$ cat src/rtl/cpu_control_fsm.sv
// Multi-cycle control sequencer for the single-datapath CPU.
// Decodes one instruction at a time and drives every datapath select/strobe.
module cpu_control_fsm #(
    parameter bit IN_EDGE = 1'b1
) (
    input  logic        clk,
    input  logic        reset,
    input  logic [31:0] inst,
    input  logic        zero,
    input  logic        of,
    input  logic        enter,
    output logic        halt,
    output logic        sreg,
    output logic        smux5,
    output logic [1:0]  smux16,
    output logic        smux32,
    output logic [2:0]  smuxPC,
    output logic [3:0]  salu,
    output logic        smem,
    output logic        sdisplay,
    output logic        smemtoreg,
    output logic        waiting_in,
    output logic        err,
    output logic [2:0]  state
);

    typedef enum logic [2:0] {
        FETCH   = 3'd0,
        DECODE  = 3'd1,
        EXEC    = 3'd2,
        MEM     = 3'd3,
        WAIT_IN = 3'd4,
        COMMIT  = 3'd5,
        HALTED  = 3'd6
    } state_t;

    typedef struct packed {
        logic       smux5;
        logic [1:0] smux16;
        logic       smux32;
        logic [2:0] smuxpc;
        logic [3:0] salu;
        logic       m2r;
    } sel_t;

    localparam logic [5:0] OP_R    = 6'b000000;
    localparam logic [5:0] OP_ADDI = 6'b001000;
    localparam logic [5:0] OP_ANDI = 6'b001100;
    localparam logic [5:0] OP_ORI  = 6'b001101;
    localparam logic [5:0] OP_SLTI = 6'b001010;
    localparam logic [5:0] OP_LW   = 6'b100011;
    localparam logic [5:0] OP_SW   = 6'b101011;
    localparam logic [5:0] OP_BEQ  = 6'b000100;
    localparam logic [5:0] OP_BNE  = 6'b000101;
    localparam logic [5:0] OP_J    = 6'b000010;
    localparam logic [5:0] OP_IN   = 6'b011110;
    localparam logic [5:0] OP_OUT  = 6'b011111;
    localparam logic [5:0] OP_HLT  = 6'b111111;

    localparam logic [5:0] F_ADD = 6'b100000;
    localparam logic [5:0] F_SUB = 6'b100010;
    localparam logic [5:0] F_AND = 6'b100100;
    localparam logic [5:0] F_OR  = 6'b100101;
    localparam logic [5:0] F_XOR = 6'b100110;
    localparam logic [5:0] F_NOR = 6'b100111;
    localparam logic [5:0] F_SLT = 6'b101010;
    localparam logic [5:0] F_SLL = 6'b000000;
    localparam logic [5:0] F_SRL = 6'b000010;
    localparam logic [5:0] F_JR  = 6'b001000;

    localparam logic [3:0] ALU_ADD  = 4'b0000;
    localparam logic [3:0] ALU_SUB  = 4'b0001;
    localparam logic [3:0] ALU_AND  = 4'b0010;
    localparam logic [3:0] ALU_OR   = 4'b0011;
    localparam logic [3:0] ALU_XOR  = 4'b0100;
    localparam logic [3:0] ALU_NOR  = 4'b0101;
    localparam logic [3:0] ALU_SLT  = 4'b0110;
    localparam logic [3:0] ALU_SLL  = 4'b0111;
    localparam logic [3:0] ALU_SRL  = 4'b1000;
    localparam logic [3:0] ALU_PASS = 4'b1001;

    state_t     cur;
    sel_t       sel;
    sel_t       d_sel;
    logic [5:0] op;
    logic [5:0] fn;
    logic       d_legal;
    logic       d_write;
    logic       d_ovf;
    logic       d_lw;
    logic       d_sw;
    logic       d_in;
    logic       d_out;
    logic       d_hlt;
    logic       k_write;
    logic       k_ovf;
    logic       k_lw;
    logic       k_in;
    logic       k_hlt;
    logic       enter_q;
    logic       in_done;
    logic       go_commit;
    logic       ovf_hit;
    logic       unused;

    assign op     = inst[31:26];
    assign fn     = inst[5:0];
    assign unused = ^{zero, inst[25:6]};

    assign state      = cur;
    assign waiting_in = (cur == WAIT_IN);
    assign smux5      = sel.smux5;
    assign smux16     = sel.smux16;
    assign smux32     = sel.smux32;
    assign smuxPC     = sel.smuxpc;
    assign salu       = sel.salu;
    assign smemtoreg  = sel.m2r;

    // Input completion: a fresh press, or simply the button level.
    assign in_done = IN_EDGE ? (enter & ~enter_q) : enter;

    // Overflow only aborts the write of the signed-add/sub family.
    assign ovf_hit = k_ovf & of;

    // Every path that ends the execute phase converges on COMMIT.
    always_comb begin
        go_commit = 1'b0;
        case (cur)
            EXEC:    go_commit = ~k_lw & ~k_in & ~k_hlt;
            MEM:     go_commit = 1'b1;
            WAIT_IN: go_commit = in_done;
            default: go_commit = 1'b0;
        endcase
    end

    // Opcode/funct decode into select bundle and instruction class.
    always_comb begin
        d_sel   = '0;
        d_legal = 1'b0;
        d_write = 1'b0;
        d_ovf   = 1'b0;
        d_lw    = 1'b0;
        d_sw    = 1'b0;
        d_in    = 1'b0;
        d_out   = 1'b0;
        d_hlt   = 1'b0;
        unique case (op)
            OP_R: begin
                d_legal = 1'b1;
                d_write = 1'b1;
                unique case (fn)
                    F_ADD: begin
                        d_sel.salu = ALU_ADD;
                        d_ovf      = 1'b1;
                    end
                    F_SUB: begin
                        d_sel.salu = ALU_SUB;
                        d_ovf      = 1'b1;
                    end
                    F_AND: d_sel.salu = ALU_AND;
                    F_OR:  d_sel.salu = ALU_OR;
                    F_XOR: d_sel.salu = ALU_XOR;
                    F_NOR: d_sel.salu = ALU_NOR;
                    F_SLT: d_sel.salu = ALU_SLT;
                    F_SLL: d_sel.salu = ALU_SLL;
                    F_SRL: d_sel.salu = ALU_SRL;
                    F_JR: begin
                        d_write      = 1'b0;
                        d_sel.smuxpc = 3'b100;
                    end
                    default: begin
                        d_legal = 1'b0;
                        d_write = 1'b0;
                    end
                endcase
            end
            OP_ADDI, OP_ANDI, OP_ORI, OP_SLTI: begin
                d_legal      = 1'b1;
                d_write      = 1'b1;
                d_sel.smux5  = 1'b1;
                d_sel.smux32 = 1'b1;
                if (op == OP_ADDI) begin
                    d_sel.salu = ALU_ADD;
                    d_ovf      = 1'b1;
                end else if (op == OP_ANDI) begin
                    d_sel.salu = ALU_AND;
                end else if (op == OP_ORI) begin
                    d_sel.salu = ALU_OR;
                end else begin
                    d_sel.salu = ALU_SLT;
                end
            end
            OP_LW: begin
                d_legal      = 1'b1;
                d_write      = 1'b1;
                d_lw         = 1'b1;
                d_sel.smux5  = 1'b1;
                d_sel.smux32 = 1'b1;
                d_sel.salu   = ALU_ADD;
                d_sel.m2r    = 1'b1;
            end
            OP_SW: begin
                d_legal      = 1'b1;
                d_sw         = 1'b1;
                d_sel.smux5  = 1'b1;
                d_sel.smux32 = 1'b1;
                d_sel.salu   = ALU_ADD;
            end
            OP_BEQ, OP_BNE: begin
                d_legal      = 1'b1;
                d_sel.salu   = ALU_SUB;
                d_sel.smuxpc = (op == OP_BEQ) ? 3'b001 : 3'b010;
            end
            OP_J: begin
                d_legal      = 1'b1;
                d_sel.smuxpc = 3'b011;
            end
            OP_IN: begin
                d_legal      = 1'b1;
                d_write      = 1'b1;
                d_in         = 1'b1;
                d_sel.smux5  = 1'b1;
                d_sel.smux16 = 2'b01;
                d_sel.smux32 = 1'b1;
                d_sel.salu   = ALU_PASS;
            end
            OP_OUT: begin
                d_legal = 1'b1;
                d_out   = 1'b1;
            end
            OP_HLT: begin
                d_legal = 1'b1;
                d_hlt   = 1'b1;
            end
            default: d_legal = 1'b0;
        endcase
    end

    // Sequencer: state, sticky error, registered selects and strobes.
    always_ff @(posedge clk) begin
        if (reset) begin
            cur      <= FETCH;
            err      <= 1'b0;
            halt     <= 1'b1;
            sreg     <= 1'b0;
            smem     <= 1'b0;
            sdisplay <= 1'b0;
            sel      <= '0;
            k_write  <= 1'b0;
            k_ovf    <= 1'b0;
            k_lw     <= 1'b0;
            k_in     <= 1'b0;
            k_hlt    <= 1'b0;
            enter_q  <= 1'b0;
        end else begin
            enter_q  <= enter;
            halt     <= 1'b1;
            sreg     <= 1'b0;
            smem     <= 1'b0;
            sdisplay <= 1'b0;
            if (go_commit) begin
                cur  <= COMMIT;
                halt <= 1'b0;
                if (ovf_hit) begin
                    err <= 1'b1;
                end else begin
                    sreg <= k_write;
                end
            end else begin
                case (cur)
                    FETCH: cur <= DECODE;
                    DECODE: begin
                        if (!d_legal) begin
                            cur <= HALTED;
                            err <= 1'b1;
                        end else begin
                            cur      <= EXEC;
                            sel      <= d_sel;
                            k_write  <= d_write;
                            k_ovf    <= d_ovf;
                            k_lw     <= d_lw;
                            k_in     <= d_in;
                            k_hlt    <= d_hlt;
                            smem     <= d_sw;
                            sdisplay <= d_out;
                        end
                    end
                    EXEC: begin
                        if (k_lw) begin
                            cur <= MEM;
                        end else if (k_in) begin
                            cur <= WAIT_IN;
                        end else begin
                            cur <= HALTED;
                            sel <= '0;
                        end
                    end
                    COMMIT: begin
                        cur <= err ? HALTED : FETCH;
                        sel <= '0;
                    end
                    default: cur <= cur;
                endcase
            end
        end
    end

endmodule

$ cat config.mk
export PLATFORM = sky130hd
export DESIGN_NAME = cpu_control_fsm
export DESIGN_NICKNAME = d
export VERILOG_FILES = /design/src/rtl/cpu_control_fsm.sv
export SDC_FILE = /design/constraint.sdc
export NUM_CORES = 1
export LEC_CHECK = 0
export CORE_ASPECT_RATIO = 0.9
export CORE_MARGIN = 5
export CORE_UTILIZATION = 40
export DETAILED_ROUTE_END_ITERATION = 16
export GPL_TIMING_DRIVEN = 0
export PLACE_DENSITY = 0.83
export SKIP_LAST_GASP = 1
export SYNTH_ARGS = -nofsm -noshare
export SYNTH_HDL_FRONTEND = slang
export SYNTH_SLANG_ARGS = --single-unit
$ cat constraint.sdc
create_clock -name clk -period 2.1 [get_ports clk]
set_clock_uncertainty 0.15 [all_clocks]
set_input_delay 0.315 -clock clk [delete_from_list [all_inputs] [get_ports clk]]
set_output_delay 0.315 -clock clk [all_outputs]
set_load 0.1 [all_outputs]
==> insert_results.sql <==
INSERT INTO impl_metrics (metric_group, metric, value, unit) VALUES
('setup_path', 'cp-end-kind', 'flop', ''),
('synth', 'synthDominantAreaCellType', 'dfxtp_1', ''),
('final_layout', 'antenna_cells_inserted', '0', ''),
('timing', 'slew_worst_pin', '0.9579', 'ns'),
('pwr', 'finalPower', '1.816', 'mW'),
('grt', 'first_global_vias', '1468', ''),
('pwr', 'power_leakage', '0.8301', 'nW'),
('placed_design', 'gp_routability_congestion', '0.8906', ''),
('floorplan', 'start_util', '0.4168', ''),
('synth', 'synth-seq-area-share', '0.3089', ''),
('timing', 'final_hold_viol_count', '0', ''),
('final_layout', 'largest_reg_flops', '4', ''),
('grt', 'global_route.usage.total', '0.1593', ''),
('final_layout', 'area_delta_synth_final', '31.62', '%'),
('setup_path', 'cpPeakStageDelay', '0.57', 'ns'),
('final_layout', 'layout-drive-gt1-share', '0.1872', ''),
('setup_path', 'crit_path_start_kind', 'primary input', ''),
('final_layout', 'final_instance_area', '2047', 'um^2'),
('timing', 'slew-limit-headroom', '0.3639', ''),
('timing', 'timing.setup.tns', '0', 'ns'),
('setup_path', 'required', '2.10', 'ns'),
('grt', 'wire_length_of_the_first_global_routing_pass', '6693', 'um'),
('timing', 'min_period_over_period', '0.9839', ''),
('synth', 'asyncSetResetFlopFracSynth', '0', ''),
('routing', 'drt_first_pass_iters', '4', ''),
('routing', 'drc', '0', ''),
('setup_path', 'critical_path.slowest_cell', 'or4_4', ''),
('min_path', 'min_path_type', 'in2reg', ''),
('clocking', 'clk_latency', '0.27', 'ns'),
('timing', 'finalWorstSetupSlack', '0.03378', 'ns'),
('clocking', 'clk_path_buf_depth', '2', ''),
('placed_design', 'io_buffer_count', '30', ''),
('setup_path', 'critPathBufInv', '2', ''),
('final_layout', 'final_common_cell', 'dlygate4sd2_1', ''),
('floorplan', 'ios', '58', ''),
('placed_design', 'place_hpwl', '2855', 'um'),
('synth', 'synthFlopType', 'dfxtp_1', ''),
('clocking', 'tritoncts_num_sinks', '24', ''),
('synth', 'synth-edff-count', '0', ''),
('synth', 'synth-seq-cells', '24', ''),
('floorplan', 'die_height', '69.16', 'um'),
('setup_path', 'worst-setup-path-type', 'in2reg', ''),
('floorplan', 'fp-row-count', '21', ''),
('final_layout', 'nets', '273', ''),
('synth', 'count_of_unique_library_cells_instantiated_by_yosys', '42', ''),
('placed_design', 'post_dp_cell_area', '1933', 'um^2'),
('pwr', 'worst_ir_drop_vdd', '0.3240', 'mV'),
('grt', 'grt_start_max_net_pins', '14', ''),
('setup_path', 'ordered_cell_list_for_the_critical_path', 'dlygate4sd2_1 -> or4_4 -> nor4_4 -> o21ai_2 -> a21boi_4 -> buf_4 -> mux2i_1 -> nor2_1', ''),
('setup_path', 'critical_path_arrival', '2.06', 'ns'),
('clocking', 'ctsHtreeMaxLevel', '1', ''),
('routing', 'drt_iter0_markers', '147', ''),
('floorplan', 'die_boundary_width', '75.73', 'um'),
('outcome', 'status', 'complete, no violations', ''),
('timing', 'final_setup_violation_count', '0', ''),
('routing', 'post_dr_vias_cell', '5.626', ''),
('routing', 'routed_wirelength', '4001', 'um'),
('synth', 'syn_nets', '233', ''),
('floorplan', 'die_area', '5237', 'um^2'),
('grt', 'antenna_found_initial', '0', ''),
('timing', 'final_period_minus_worst_setup_slack', '2.066', 'ns'),
('synth', 'yosysWarningCount', '0', ''),
('setup_path', 'path_max_fanout', '4', ''),
('routing', 'detail_route.wl_per_cell', '14.24', 'um'),
('floorplan', 'fp.coreArea', '3731', 'um^2'),
('synth', 'postSynthAreaPerCell', '7.935', 'um^2'),
('placed_design', 'detailedPlace.worstSlack', '-0.5368', 'ns'),
('final_layout', 'most-common-layout-cells', 'dlygate4sd2_1, nor2_1, dfxtp_1', ''),
('final_layout', 'nFillCells', '352', ''),
('routing', 'route.antenna.remaining_nets', '0', ''),
('clocking', 'cts_root_buf', 'clkbuf_8', '');
Yosys cell counts (all sizes together) (2+ instances only):
cell type  count
nor2          22
xor2           3
nand4          3
nor4b          4
o22ai          2
or3            3
o21ai         13
nor4           7
a211oi         3
a31oi          4
nand4b         2
nand2         15
dfxtp         24
nor3           5
a21oi         11
mux2i         14
nor2b          2
buf           10
nand3          4
or4            2
clkbuf         9
inv            5
nand2b        18
power breakdown:
group | leakage, nW | internal, mW | switching [mW]
registers | 0.197 | 0.512 | 0.0608
clock network | 0.0231 | 0.131 | 0.144
logic | 0.610 | 0.293 | 0.676
total | 0.830 | 0.935 | 0.881
logic make-up (layout without fill, tap and decap cells):
logic type,count (synthesis),in the layout,share of synthesized area
xor gates and xnor gates,3,3,0.01690
and+or+nand+nor,90,90,0.3298
DFF,24,24,0.3089
other,1,1,0.002411
muxes,14,14,0.09010
AOI/OAI and AO/OA,40,40,0.1714
buffers and inverters,24,63,0.08044
through the flow:
stage | std cells | hold WS (ns) | utilization
6_report | 281 | 0.2076 | 0.5486
5_1_grt | 281 | 0.2134 | 0.5486
4_1_cts | 281 | 0.1994 | 0.5412
3_5_place_dp | 272 | 0.2876 | 0.5181
3_3_place_gp | 272 | 0.2844 | 0.5181
2_1_floorplan | 196 | 0.2601 | -
layout make-up:
type	count	area, um^2	area share
sequential	24	491.7	0.2402
clock buffer	3	41.29	0.02017
tap	46	57.56	0.02812
buffer	16	96.34	0.04707
clock inverter	1	3.754	0.001834
multi-input combinational	148	1008	0.4927
inverter	5	18.77	0.009169
timing repair buffer	38	329.1	0.1608
path summary, 6_finish.rpt:
path | startpoint | to | slack, ns | cells after the start
max reg2reg | state[0] | smuxPC[1] | 0.30 | 6
max | inst[31] | k_in | 0.03 | 8
min | inst[26] | sdisplay | 0.21 | 3
min reg2reg | k_write | sreg | 0.30 | 2
timing repair:
item	in CTS	in global routing
cloned	1	0
pin swaps	8	2
setup buffers	5	2
setup endpoints to repair	37	16
resized for setup	33	10
worst reg2reg max path, stage by stage (launching register included):
cell,delay (ns)
dfxtp_4,0.39
nand2b_1,0.17
or3_1,0.34
o21ai_0,0.17
nand3b_1,0.16
buf_4,0.20
mux2i_1,0.11
layer usage:
| layer | GRT usage | wire length [um] |
|---|---|---|
| met1 | 0.2218 | 1664 |
| met2 | 0.2291 | 1889 |
| met3 | 0.02616 | 351 |
| met4 | 0.08544 | 95 |
| met5 | 0 | 0 |
(Power assumes the default switching activity.)
==> patch 1 (config.mk and constraints unchanged) <==
Register the output `err` once more, with the module's reset; this adds one clock of latency there. The other outputs are not delayed to match.
--- a/src/rtl/cpu_control_fsm.sv
+++ b/src/rtl/cpu_control_fsm.sv
@@ -79,6 +79,8 @@
     localparam logic [3:0] ALU_SRL  = 4'b1000;
     localparam logic [3:0] ALU_PASS = 4'b1001;
 
+    logic err_s0;
+
     state_t     cur;
     sel_t       sel;
     sel_t       d_sel;
@@ -240,7 +242,7 @@
     always_ff @(posedge clk) begin
         if (reset) begin
             cur      <= FETCH;
-            err      <= 1'b0;
+            err_s0   <= 1'b0;
             halt     <= 1'b1;
             sreg     <= 1'b0;
             smem     <= 1'b0;
@@ -262,7 +264,7 @@
                 cur  <= COMMIT;
                 halt <= 1'b0;
                 if (ovf_hit) begin
-                    err <= 1'b1;
+                    err_s0 <= 1'b1;
                 end else begin
                     sreg <= k_write;
                 end
@@ -272,7 +274,7 @@
                     DECODE: begin
                         if (!d_legal) begin
                             cur <= HALTED;
-                            err <= 1'b1;
+                            err_s0 <= 1'b1;
                         end else begin
                             cur      <= EXEC;
                             sel      <= d_sel;
@@ -296,7 +298,7 @@
                         end
                     end
                     COMMIT: begin
-                        cur <= err ? HALTED : FETCH;
+                        cur <= err_s0 ? HALTED : FETCH;
                         sel <= '0;
                     end
                     default: cur <= cur;
@@ -305,5 +307,13 @@
         end
     end
 
+    always_ff @(posedge clk) begin
+        if (reset) begin
+            err <= '0;
+        end else begin
+            err <= err_s0;
+        end
+    end
+
 endmodule
 
Formal check against the unedited RTL: not equivalent (a bounded check fails within 4 cycles, from zero or initial values and one cycle with reset high).
==> patch 1 against the unedited design <==
Count of clock-buffer cells in the layout did not move; core utilization rose by 2.6 points; worst setup slack improved by 42 ps; hold slack got worse by 120 ps; cell area rose by 6.2%; wire length fell by 5.7%; power rose by 8.2%; largest cell class unchanged; die area rose by 1.9%; clock power rose by 3%; final cell count rose by 2.8%; sequential cell count rose by 1; maximum frequency rose by 2.1%; synthesized area rose by 2.2%; largest power group unchanged.
==> patch 1: results (changes against the unedited design) <==
Critical Path Max Stage Delay -> 450 ps (-120 ps)
VDD IR max -> 0.487 mV (+50%)
Fraction of layout cells with a size suffix above 1 -> 0.210 (+0.0226)
Number of CTS-inserted buffers -> 3 (unchanged)
Root buffer cell -> clkbuf_8
Adder-Cell Fraction of Synth Area -> 0 (unchanged)
Worst hold path type -> in2reg
Netlist cell types -> 50 (+19%)
I/O Buffers -> 33 (+10%)
Drt initial violations -> 89 (-39%)
Crit path max fanout -> 7 (+3)
Worst R2R End -> salu[0]$_SDFFE_PP0P_
Seq/Total Area, Yosys -> 0.315 (+0.00603)
Status -> complete, no violations
Worst R2R Setup Slack -> 110 ps (-190 ps)
Maximum clock rate -> 494 MHz (+2.1%)
Post-synthesis mux area share -> 0.0945 (+0.00438)
Gr usage total -> 0.139 (-0.0203)
Clk Latency, worst-skew pair -> 270 ps (about the same)
Critical path's slowest cell -> clkdlybuf4s50_1
Largest net degree at the start of global routing -> 15 (+1)
Number of enable flip-flop cells after synthesis -> 0 (unchanged)
P_leak -> 0.922 nW (+11%)
Syn nets -> 232 (-0.43%)
CP endpoint -> salu[1]$_SDFFE_PP0P_
Maximum clock insertion buffer count -> 2 (unchanged)
Initial antenna violation count -> 0 (unchanged)
Drt wl/cell -> 13.1 microns (-8.3%)
Compound-Gate Fraction of Synth Area -> 0.172 (+0.00108)
Largest register FFs -> 4 (unchanged)
Final GP Congestion -> 0.874 (-1.8%)
Worst r2r src -> state[1]$_SDFFE_PP0P_
Synth top area cells -> dfxtp_1 (31%), mux2i_1 (7.6%), nand2b_1 (5.9%)
Async set-or-reset flop fraction in the synthesized netlist -> 0 (unchanged)
Via density per instance -> 5.25 (-6.6%)
DP Wirelength -> 2820 microns (-1.1%)
Arr. time, crit path -> 2040 ps (-20 ps)
Xor and xnor area share after synthesis -> 0 (-0.0169)
Final Net Count -> 281 (+2.9%)
Vias in the first global route -> 1375 (-6.3%)
Post-synth top cells -> dfxtp_1 (25), nor2_1 (22), nand2b_1 (15), nand2_1 (13), mux2i_1 (12)
Rel. slew slack -> 0.357 (-0.00680)
Worst Setup SP -> inst[2]
Global-route wire length before repair -> 6350 microns (-5.1%)
Hold Path Origin -> inst[31]
Delay-heaviest family, CP -> buffers and inverters
-- patch 1: cell count changes in the layout (fill, tap and decap cells not counted), moves of 3 or more --
cell	delta
nor2b_1	+4
nand4_1	-3
nand2b_1	-3
xor2_1	-3
nor3b_1	+3
buf_2	-3
-- patch 1: through the flow --
stage               hold slack (ps)  std cells  cell area [sq um]  utilization  setup slack [ps]
floorplan                       260        195               1620            -              -174
global placement                302        274               2010        0.531              -560
detailed placement              314        274               2010        0.531              -601
CTS                            83.9        286               2130        0.562              9.13
global route                   97.0        289               2170        0.574              4.04
finish                         90.3        289               2170        0.574              75.6
-- patch 1: how the worst min path moves through the flow --
| stage | endpoint | slack [ps] | cells past startpoint |
|---|---|---|---|
| global route | sdisplay$_SDFF_PP0_ | 100 | 2 |
| finish | sdisplay$_SDFF_PP0_ | 90 | 2 |
| detailed placement | sreg$_SDFF_PP0_ | 310 | 2 |
| floorplan | sreg$_SDFF_PP0_ | 260 | 2 |
| global placement | sreg$_SDFF_PP0_ | 300 | 2 |
| CTS | sdisplay$_SDFF_PP0_ | 80 | 2 |
-- patch 1: what timing repair did --
action | CTS | global route
gates resized for setup | 39 | 9
pin swaps | 8 | 2
setup buffers | 8 | 3
endpoints found under the setup margin | 37 | 13
-- patch 1: logic make-up after synthesis --
logic type,after synthesis
AND/OR/NAND/NOR,98
other,1
flip-flops,25
buffers and inverters,17
multiplexers,14
AO/OA/AOI/OAI,40
-- patch 1: layout make-up --
| cell class | count | area (sq um) |
|---|---|---|
| fill | 346 | 1610 |
| multi-input combinational | 153 | 1060 |
| sequential | 25 | 512 |
| timing repair buffer | 44 | 383 |
| buffer | 13 | 104 |
| tap | 46 | 57.6 |
| clock buffer | 3 | 41.3 |
| inverter | 4 | 15.0 |
| clock inverter | 1 | 5.00 |
-- patch 1: power breakdown --
part | total, W | internal (W) | switching (W)
registers | 0.000584 | 0.000537 | 0.0000469
logic | 0.00110 | 0.000388 | 0.000711
clock network | 0.000283 | 0.000133 | 0.000150
total | 0.00197 | 0.00106 | 0.000908
-- patch 1: metal layers --
layer | share of wire | GRT usage
met1 | 0.48 | 0.196
met2 | 0.44 | 0.220
met3 | 0.064 | 0.0143
met4 | 0.015 | 0.0466
met5 | 0 | 0
==> patch 2 (same flow settings) <==
Made on the original files. The parameter `IN_EDGE` goes from 1'b1 to 1'b0.
--- a/src/rtl/cpu_control_fsm.sv
+++ b/src/rtl/cpu_control_fsm.sv
@@ -1,7 +1,7 @@
 // Multi-cycle control sequencer for the single-datapath CPU.
 // Decodes one instruction at a time and drives every datapath select/strobe.
 module cpu_control_fsm #(
-    parameter bit IN_EDGE = 1'b1
+    parameter bit IN_EDGE = 1'b0
 ) (
     input  logic        clk,
     input  logic        reset,
Function: changed (a bounded check fails within 10 cycles, from zero or initial values and one cycle with reset high).
==> patch 2 against the unedited design <==
Power decreased by 5.9%; register-to-register slack got worse by 70 ps; sequential cell count decreased by 1; synthesized area increased by 2.9%; worst setup slack improved by 29 ps; sequential power decreased by 6.6%; cell area increased by 0.43%; global-route usage decreased by 1.4 points; critical path depth decreased by 6; wire length about the same.
==> patch 2: results (changes against the unedited design) <==
Status -> complete, no violations
Rel. slew slack -> 0.362 (-0.00206)
Hold depth -> 4 (+1)
DP Wirelength -> 3080 microns (+7.9%)
Comb_multi_in -> 156 (+5.4%)
Gr usage total -> 0.145 (-0.0143)
CTS resizes -> 25 (-24%)
Worst R2R Setup Slack -> 230 ps (-70 ps)
P_comb -> 0.000898 W (-7.3%)
Switching power -> 0.000844 W (-4.2%)
Multi-input gate area -> 1080 sq um (+6.8%)
Arr. time, crit path -> 1570 ps (-490 ps)
Via density per instance -> 5.75 (+2.2%)
Post-CTS Setup Inserts -> 0 (-5)
P_leak -> 0.837 nW (+0.88%)
Synth top area cells -> dfxtp_1 (29%), nand2b_1 (6.3%), mux2i_1 (5.6%)
Clock buf/inv share -> 0.0225 (+0.000515)
Global-route wire length before repair -> 6600 microns (-1.3%)
Xor and xnor area share after synthesis -> 0.0109 (-0.00595)
Critical path's slowest cell -> dlygate4sd2_1
Met1 WL -> 1870 microns (+12%)
Place WS -> -412 ps (+125 ps)
Fraction of layout cells with a size suffix above 1 -> 0.166 (-0.0213)
Sequential power -> 0.000534 W (-6.6%)
Pint -> 0.000865 W (-7.6%)
Final WS setup -> 62.5 ps (+28.7 ps)
==> patch 2: changes by cell type after synthesis, sizes merged, moves of 6 or more <==
cell	unedited run	this run
nor2	22	16
o21ai	13	6
nand2	15	8
nand3	4	10
==> patch 2: per-stage QoR <==
step / hold WS, ps / cell area [sq um] / TNS (ps) / cells / utilization
final: 249 / 2060 / 0 / 281 / 0.543
after global routing: 273 / 2060 / -62.8 / 281 / 0.543
after CTS: 252 / 2010 / -136 / 281 / 0.532
after detailed placement: 322 / 1970 / -4220 / 277 / 0.521
after global placement: 312 / 1970 / -3910 / 277 / 0.521
after floorplan: 260 / 1610 / -401 / 201 / -
==> patch 2: worst reg2reg max path: cells and delay by family (launching register included) <==
family / cells / cell delay, ps
AND/OR/NAND/NOR: 3 / 670
flip-flops: 1 / 330
AO/OA/AOI/OAI: 2 / 380
buffers and inverters: 1 / 200
